### config.mk
export PLATFORM = sky130hd
export DESIGN_NAME = seq_shift_unit_flat
export DESIGN_NICKNAME = d
export VERILOG_FILES = /design/src/rtl/seq_shift_unit_if.sv /design/src/rtl/seq_shift_unit.sv /design/src/flat_wrapper.sv
export SDC_FILE = /design/constraint.sdc
export NUM_CORES = 1
export LEC_CHECK = 0
export CORE_MARGIN = 1.5
export CORE_UTILIZATION = 55
export DETAILED_ROUTE_END_ITERATION = 8
export PLACE_DENSITY = 0.88
export SYNTH_ARGS = -nofsm -noshare
export SYNTH_HDL_FRONTEND = slang
export SYNTH_SLANG_ARGS = --single-unit
### constraint.sdc
create_clock -name clk -period 5.67 [get_ports clk]
set_input_delay 1.134 -clock clk [delete_from_list [all_inputs] [get_ports clk]]
set_output_delay 1.134 -clock clk [all_outputs]
set_load 0.02 [all_outputs]
### src/rtl/seq_shift_unit_if.sv
// Operand/result handshake bundle for seq_shift_unit.
// The producer/consumer side uses master; the shift unit uses slave.
interface seq_shift_unit_if #(
  parameter int N = 32
) ();
  logic         in_valid;
  logic         in_ready;
  logic [N-1:0] a;
  logic [N-1:0] b;
  logic [1:0]   op;
  logic         out_valid;
  logic         out_ready;
  logic [N-1:0] result;

  modport master (
    output in_valid, a, b, op, out_ready,
    input  in_ready, out_valid, result
  );

  modport slave (
    input  in_valid, a, b, op, out_ready,
    output in_ready, out_valid, result
  );
endinterface

### src/rtl/seq_shift_unit.sv
// Multi-cycle shifter: SLL, SRL, ROL and SRA, at most STEP bit positions
// per BUSY cycle. Operands and results move over valid/ready handshakes.
module seq_shift_unit #(
  parameter int N    = 32,
  parameter int STEP = 4
) (
  input  logic              clk,
  input  logic              rst_n,
  seq_shift_unit_if.slave   bus
);

  localparam int LOG2N = $clog2(N);
  localparam int CW    = LOG2N + 1;

  localparam logic [1:0] OP_SLL = 2'b00;
  localparam logic [1:0] OP_SRL = 2'b01;
  localparam logic [1:0] OP_ROL = 2'b10;
  localparam logic [1:0] OP_SRA = 2'b11;

  localparam logic [N-1:0]  N_VAL    = N'(N);
  localparam logic [CW-1:0] N_CNT    = CW'(N);
  localparam logic [CW-1:0] STEP_CNT = CW'(STEP);

  typedef enum logic [1:0] {
    S_IDLE = 2'd0,
    S_BUSY = 2'd1,
    S_DONE = 2'd2
  } state_t;

  state_t        r_state;
  logic [N-1:0]  r_acc;
  logic [CW-1:0] r_cnt;
  logic [1:0]    r_op;

  state_t        w_state_next;
  logic [N-1:0]  w_acc_next;
  logic [CW-1:0] w_cnt_next;
  logic [1:0]    w_op_next;

  logic [CW-1:0]         w_step;
  logic [CW-1:0]         w_cnt_rem;
  logic [CW-1:0]         w_load_cnt;
  logic [STEP:0][N-1:0]  w_cand;
  logic [N-1:0]          w_shifted;

  // Positions moved this cycle: the remaining count, capped at STEP.
  assign w_step    = (r_cnt < STEP_CNT) ? r_cnt : STEP_CNT;
  assign w_cnt_rem = r_cnt - w_step;

  // One candidate per legal step size; every shift amount is a constant,
  // so each candidate is pure wiring and only the final mux costs logic.
  genvar gi;
  generate
    for (gi = 0; gi <= STEP; gi++) begin : g_cand
      if (gi == 0) begin : g_zero
        assign w_cand[gi] = r_acc;
      end else if (gi == N) begin : g_full
        logic [N-1:0] w_val;
        // A full-width step empties the word (sign fill for SRA, identity for ROL).
        always_comb begin
          w_val = r_acc;
          case (r_op)
            OP_SLL:  w_val = '0;
            OP_SRL:  w_val = '0;
            OP_SRA:  w_val = {N{r_acc[N-1]}};
            default: w_val = r_acc;
          endcase
        end
        assign w_cand[gi] = w_val;
      end else begin : g_part
        logic [N-1:0] w_val;
        // Constant shift by gi positions for each operation.
        always_comb begin
          w_val = r_acc;
          case (r_op)
            OP_SLL:  w_val = {r_acc[N-1-gi:0], {gi{1'b0}}};
            OP_SRL:  w_val = {{gi{1'b0}}, r_acc[N-1:gi]};
            OP_SRA:  w_val = {{gi{r_acc[N-1]}}, r_acc[N-1:gi]};
            default: w_val = {r_acc[N-1-gi:0], r_acc[N-1:N-gi]};
          endcase
        end
        assign w_cand[gi] = w_val;
      end
    end
  endgenerate

  // Pick the candidate matching this cycle's step size.
  always_comb begin
    w_shifted = r_acc;
    for (int k = 0; k <= STEP; k++) begin
      if (w_step == CW'(k)) begin
        w_shifted = w_cand[k];
      end
    end
  end

  // Shift count loaded on accept: ROL wraps modulo N, the others clamp at N
  // (shifting N positions already produces the saturated result).
  always_comb begin
    w_load_cnt = bus.b[CW-1:0];
    if (bus.op == OP_ROL) begin
      w_load_cnt = {1'b0, bus.b[LOG2N-1:0]};
    end else if (bus.b >= N_VAL) begin
      w_load_cnt = N_CNT;
    end
  end

  // Next-state and datapath update for the IDLE/BUSY/DONE sequence.
  always_comb begin
    w_state_next = r_state;
    w_acc_next   = r_acc;
    w_cnt_next   = r_cnt;
    w_op_next    = r_op;
    case (r_state)
      S_IDLE: begin
        if (bus.in_valid) begin
          w_acc_next   = bus.a;
          w_op_next    = bus.op;
          w_cnt_next   = w_load_cnt;
          w_state_next = (w_load_cnt == '0) ? S_DONE : S_BUSY;
        end
      end
      S_BUSY: begin
        w_acc_next = w_shifted;
        w_cnt_next = w_cnt_rem;
        if (w_cnt_rem == '0) begin
          w_state_next = S_DONE;
        end
      end
      S_DONE: begin
        if (bus.out_ready) begin
          w_state_next = S_IDLE;
        end
      end
      default: begin
        w_state_next = S_IDLE;
      end
    endcase
  end

  // State register; a low rst_n at any edge abandons the current operation.
  always_ff @(posedge clk) begin
    if (!rst_n) begin
      r_state <= S_IDLE;
      r_acc   <= '0;
      r_cnt   <= '0;
      r_op    <= OP_SLL;
    end else begin
      r_state <= w_state_next;
      r_acc   <= w_acc_next;
      r_cnt   <= w_cnt_next;
      r_op    <= w_op_next;
    end
  end

  // Outputs come from registered state; rst_n masks them as soon as it falls
  // so nothing is offered or accepted while reset is held.
  assign bus.in_ready  = rst_n && (r_state == S_IDLE);
  assign bus.out_valid = rst_n && (r_state == S_DONE);
  assign bus.result    = (rst_n && (r_state == S_DONE)) ? r_acc : '0;

endmodule

### src/flat_wrapper.sv
// flat-port wrapper written by rule: the top's interface ports become plain ports
module seq_shift_unit_flat 
#(
  parameter int N    = 32,
  parameter int STEP = 4
)
  (clk, rst_n, bus_in_valid, bus_a, bus_b, bus_op, bus_out_ready, bus_in_ready, bus_out_valid, bus_result);
  seq_shift_unit_if #(.N(N)) bus_i ();
  input  logic clk;
  input  logic rst_n;
  input wire logic [$bits(bus_i.in_valid)-1:0] bus_in_valid;
  input wire logic [$bits(bus_i.a)-1:0] bus_a;
  input wire logic [$bits(bus_i.b)-1:0] bus_b;
  input wire logic [$bits(bus_i.op)-1:0] bus_op;
  input wire logic [$bits(bus_i.out_ready)-1:0] bus_out_ready;
  output wire logic [$bits(bus_i.in_ready)-1:0] bus_in_ready;
  output wire logic [$bits(bus_i.out_valid)-1:0] bus_out_valid;
  output wire logic [$bits(bus_i.result)-1:0] bus_result;
  assign bus_i.in_valid = bus_in_valid;
  assign bus_i.a = bus_a;
  assign bus_i.b = bus_b;
  assign bus_i.op = bus_op;
  assign bus_i.out_ready = bus_out_ready;
  assign bus_in_ready = bus_i.in_ready;
  assign bus_out_valid = bus_i.out_valid;
  assign bus_result = bus_i.result;
  seq_shift_unit #(.N(N), .STEP(STEP)) u_core (.clk(clk), .rst_n(rst_n), .bus(bus_i));
endmodule
# Word level (Yosys, flattened, before mapping)
# Index checks and enable logic that the tools add are counted.
[classes]
add_sub_neg = 1
order_cmp = 2
n_eq_ne = 17
muxes = 21
reduce_logical = 12
[ops]
columns = ["op", "n"]
rows = [
  ["one-hot mux 32 bit (3 select lines)", 4],
  ["2-to-1 mux 32 bit", 6],
  ["one-hot mux 32 bit (2 select lines)", 1],
  [">= comparator 32 x 6 -> 1 bit (second input constant)", 1],
  ["2-to-1 mux 6 bit", 4],
  ["equality test 6 x 2 -> 1 bit (second input constant)", 2],
  ["zero test 6 bit", 2],
  ["!= test 3 bit (second input constant)", 4],
  ["one-hot mux 6 bit (2 select lines)", 1],
  ["2-to-1 mux 2 bit", 4],
  ["AND reduction 7 bit", 1],
  ["equality test 2 bit (second input constant)", 3],
  ["equality test 6 x 1 -> 1 bit (second input constant)", 1],
  ["equality test 6 x 3 -> 1 bit (second input constant)", 1],
  ["less-than comparator 6 x 3 -> 1 bit (second input constant)", 1],
  ["one-hot mux 2 bit (3 select lines)", 1],
  ["AND reduction 3 bit", 2],
  ["subtractor 6 bit", 1],
  ["!= test 5 x 1 -> 1 bit (second input constant)", 1],
  ["equality test 2 x 1 -> 1 bit (second input constant)", 2],
  ["zero test 2 bit", 2],
  ["!= test 2 bit (second input constant)", 2],
  ["AND reduction 2 bit", 2],
  ["logical AND 1 bit", 2],
  ["other kinds (2)", 2],
]
[totals]
register_bits = 42
in_bits = 70
elab_cells = 58

# Longest topological paths before layout
[depth]
ltp_word = 8
depth_mapped = 10

# Worst setup path before layout
# OpenSTA, ideal clock, no wires.
[synth_timing]
kind = "input port to output port"
start = "input rst_n"
end = "output bus_result[22]"
t_arrival_ps = 2249
t_required_ps = 4536
setup_slack_ps = 2287
cell_stages = 4
cell_sequence = "clkbuf_1 and3b_1 clkbuf_1 and2_1"
[synth_via]
elab_chain_len = 2
[synth_rtl]
columns = ["element", "line_no", "rtl"]
rows = [
  ["start, declared", "flat_wrapper.sv:10", "input logic rst_n;"],
  ["logical AND 1 bit", "n/a", ""],
  ["net bus_out_valid", "flat_wrapper.sv:17", "output wire logic [$bits(bus_i.out_valid)-1:0] bus_out_valid;"],
  ["2-to-1 mux 32 bit", "seq_shift_unit.sv:160", "assign bus.result = (rst_n && (r_state == S_DONE)) ? r_acc : '0;"],
  ["end, declared", "flat_wrapper.sv:18", "output wire logic [$bits(bus_i.result)-1:0] bus_result;"],
]
# The timed path passes the listed nets, and every way through them passes these cells.

# Worst setup path after layout
[layout_timing]
start = "input rst_n"
end = "output bus_result[31]"
[layout_via]
elab_chain_len = 2
[layout_rtl]
columns = ["element", "line_no"]
rows = [
  ["logical AND 1 bit", "seq_shift_unit.sv:160"],
  ["2-to-1 mux 32 bit", "seq_shift_unit.sv:160"],
]
# Every way passes these cells.

==> results_dict.tcl <==
set metrics [dict create \
    final_hold_viol_count 0 \
    grt_pass1_wl_um 21000 \
    grt_pass1_vias 4385 \
    rsz0062_at_grt "no" \
    num_rows 31 \
    nets 664 \
    crit_path_end_kind "primary output" \
    peakVddDrop_uv 197 \
    place_ws_ns 1.27 \
    core_sq_um 7290 \
    worstMarginPinSlew_ns 1.07 \
    dieArea_sq_um 8130 \
    h-tree-depth 2 \
    power_leakage_nw 1.83 \
    post_cts_resized 0 \
    die_x_um 90.1 \
    fillers 606 \
    clk_pin_slew_ns 0.08 \
    cts.path.max_buffers 2 \
    ios 104 \
    grt_max_degree 58 \
    placed_cells 685 \
    ys_top_cells_by_count "nor2_1, nand2_1, dfxtp_1" \
    cts-root-buf "clkbuf_8" \
    powerDensity_nw_per_um2 395 \
    synth.distinct_cells 51 \
    hold_class "reg2reg" \
    postCtsSetupBuffers 0 \
    start_util_pct 57.3 \
    synth_top_area_share_pct 20.1 \
    layout-drive-gt1-share_pct 9.44 \
    drv_slew 0 \
    yosys_warnings 0 \
    skew_ns 0.0132 \
    cap_violations 0 \
    routed_via_density 6.63 \
    drtIter0Drc 623 \
    setup_tns_ns 0 \
    critPathKind "in2out" \
    area_growth_pct 24.9 \
    via_count 4591 \
    antenna_found_initial 0 \
    port_buffers 103 \
    postPlaceCellArea_sq_um 5140 \
    run_status "finished clean" \
    wl_um 12500 \
    synth_area_leaders "dfxtp_1, mux4_2, nor2_1" \
    finalCriticalPeriod_ns 4.41 \
    synth.ff_latch_count 42 \
    grt_usage_pct 31.0 \
    syn-cell-area_sq_um 4180 \
    cts_hold_buffers 0 \
    clock.fmax_mhz 227 \
    critPathRequiredTime_ns 4.54 \
    setup_viol 0 \
    yosysTopAreaCell "dfxtp_1" \
    setup_ws_ns 1.26 \
    synth_seq_area_share_pct 20.1 \
    fin_crit_sh_pct 77.8 \
    route.detailed.drc 0 \
    wl_per_cell_um 18.1 \
    multiInputGateArea_sq_um 3070 \
    crit_arrival_ns 3.28 \
    place_hpwl_um 8360 \
    fin_area_sq_um 5220 \
    syn-num-nets 605 \
    worst-path-max-fanout 33 \
    gr-total-overflow 0 \
    firstDrtPassIters 5 \
    cts_tree "yes" \
    synth.most_common_cell "nor2_1" \
    gp_congestion 0.867 \
    cts_buffers 5 \
    worst_setup_path_start_kind "input port" \
    timing.slew.headroom_pct 28.6 \
    synthCells 534 \
    cts_num_sinks 42 \
    die_h_um 90.1 \
    antenna_cells 0 \
    fin_cells 692 \
    regArea_sq_um 845 \
    synth_edf_count 0 \
    insertion_delay_ns 0.31 \
    postRouteAntennaNets 0 \
    syn_area_per_cell_sq_um 7.82 \
    async_reset_ff_share_pct 0 \
    synth_ff_type "dfxtp_1" \
]
[metal layers]
| metal | GRT usage (%) | vias up | routed length, um |
|---|---|---|---|
| met5 | 0 | - | 0 |
| met4 | 11.2 | 0 | 263 |
| met3 | 4.48 | 34 | 1310 |
| met2 | 50.3 | 295 | 6060 |
| met1 | 41.9 | 2159 | 4900 |
| li1 | - | 2103 | - |
[worst max-delay path: stages]
cell	delay (ns)
clkdlybuf4s50_1	0.47
and3b_1	0.78
inv_1	0.14
nor2_1	0.12
clkdlybuf4s50_1	0.63
[per-stage QoR]
stage               hold WS (ns)  power [mW]  utilization [%]
floorplan                  0.482        1.51                -
global placement           0.544        1.78             70.5
detailed placement         0.568        1.84             70.5
CTS                        0.579        2.03             71.5
global route               0.619        2.21             71.5
finish                     0.589        2.06             71.5
[placed cells by master, fill, tap and decap left out, types with 6 or more instances in the layout]
master	count
a31oi_1	16
nor4_1	7
clkdlybuf4s50_1	103
mux2i_1	14
buf_4	6
dfxtp_1	41
mux4_2	28
nor2b_1	8
mux2_2	11
nor2_1	93
o221ai_1	23
a211oi_1	29
o21ai_0	18
a21oi_1	21
nand2_1	45
and2_1	32
nand2b_1	15
[worst paths after layout]
| kind | startpoint | to | slack, ns | depth (start not counted) |
|---|---|---|---|---|
| worst min register to register | u_core.r_acc[0] | u_core.r_acc[0] | 0.59 | 2 |
| worst min-delay path | u_core.r_acc[0] | u_core.r_acc[0] | 0.59 | 2 |
| worst max-delay path | rst_n | bus_result[31] | 1.26 | 5 |
| worst max register to register | u_core.r_cnt[1] | u_core.r_acc[1] | 2.86 | 5 |
[layout make-up]
type / count / share of cell area (%)
inverters: 5 / 0.360
flip-flops and latches: 42 / 16.2
well taps: 99 / 2.37
clock buffers: 5 / 1.32
repair buffers: 109 / 20.6
clock inverters: 2 / 0.192
multi-input cells: 430 / 58.9
[logic make-up (layout without fill, tap and decap cells)]
kind of cell | Yosys count | count (layout) | share of synthesized area (%)
AO/OA/AOI/OAI | 147 | 147 | 24.9
XOR/XNOR | 1 | 1 | 0.210
adder cells (fa/ha/maj) | 1 | 1 | 0.300
buffers and inverters | 62 | 121 | 6.68
flip-flops | 42 | 42 | 20.1
multiplexers | 53 | 53 | 21.4
other | 1 | 1 | 0.0898
AND/OR/NAND/NOR | 227 | 227 | 26.3
[where the power goes]
part / internal, mW / total (mW) / switching, mW / leakage, nW
Clock: 0.0830 / 0.193 / 0.110 / 0.0438
Sequential: 0.417 / 0.744 / 0.327 / 0.349
Combinational: 0.551 / 1.12 / 0.571 / 1.43
[sequential cells by signal, indices dropped and copies added (netlist names)]
register / flops
u_core.r_acc: 32
u_core.r_cnt: 6
u_core.r_op: 2
u_core.r_state: 2
(Power assumes the default switching activity.)
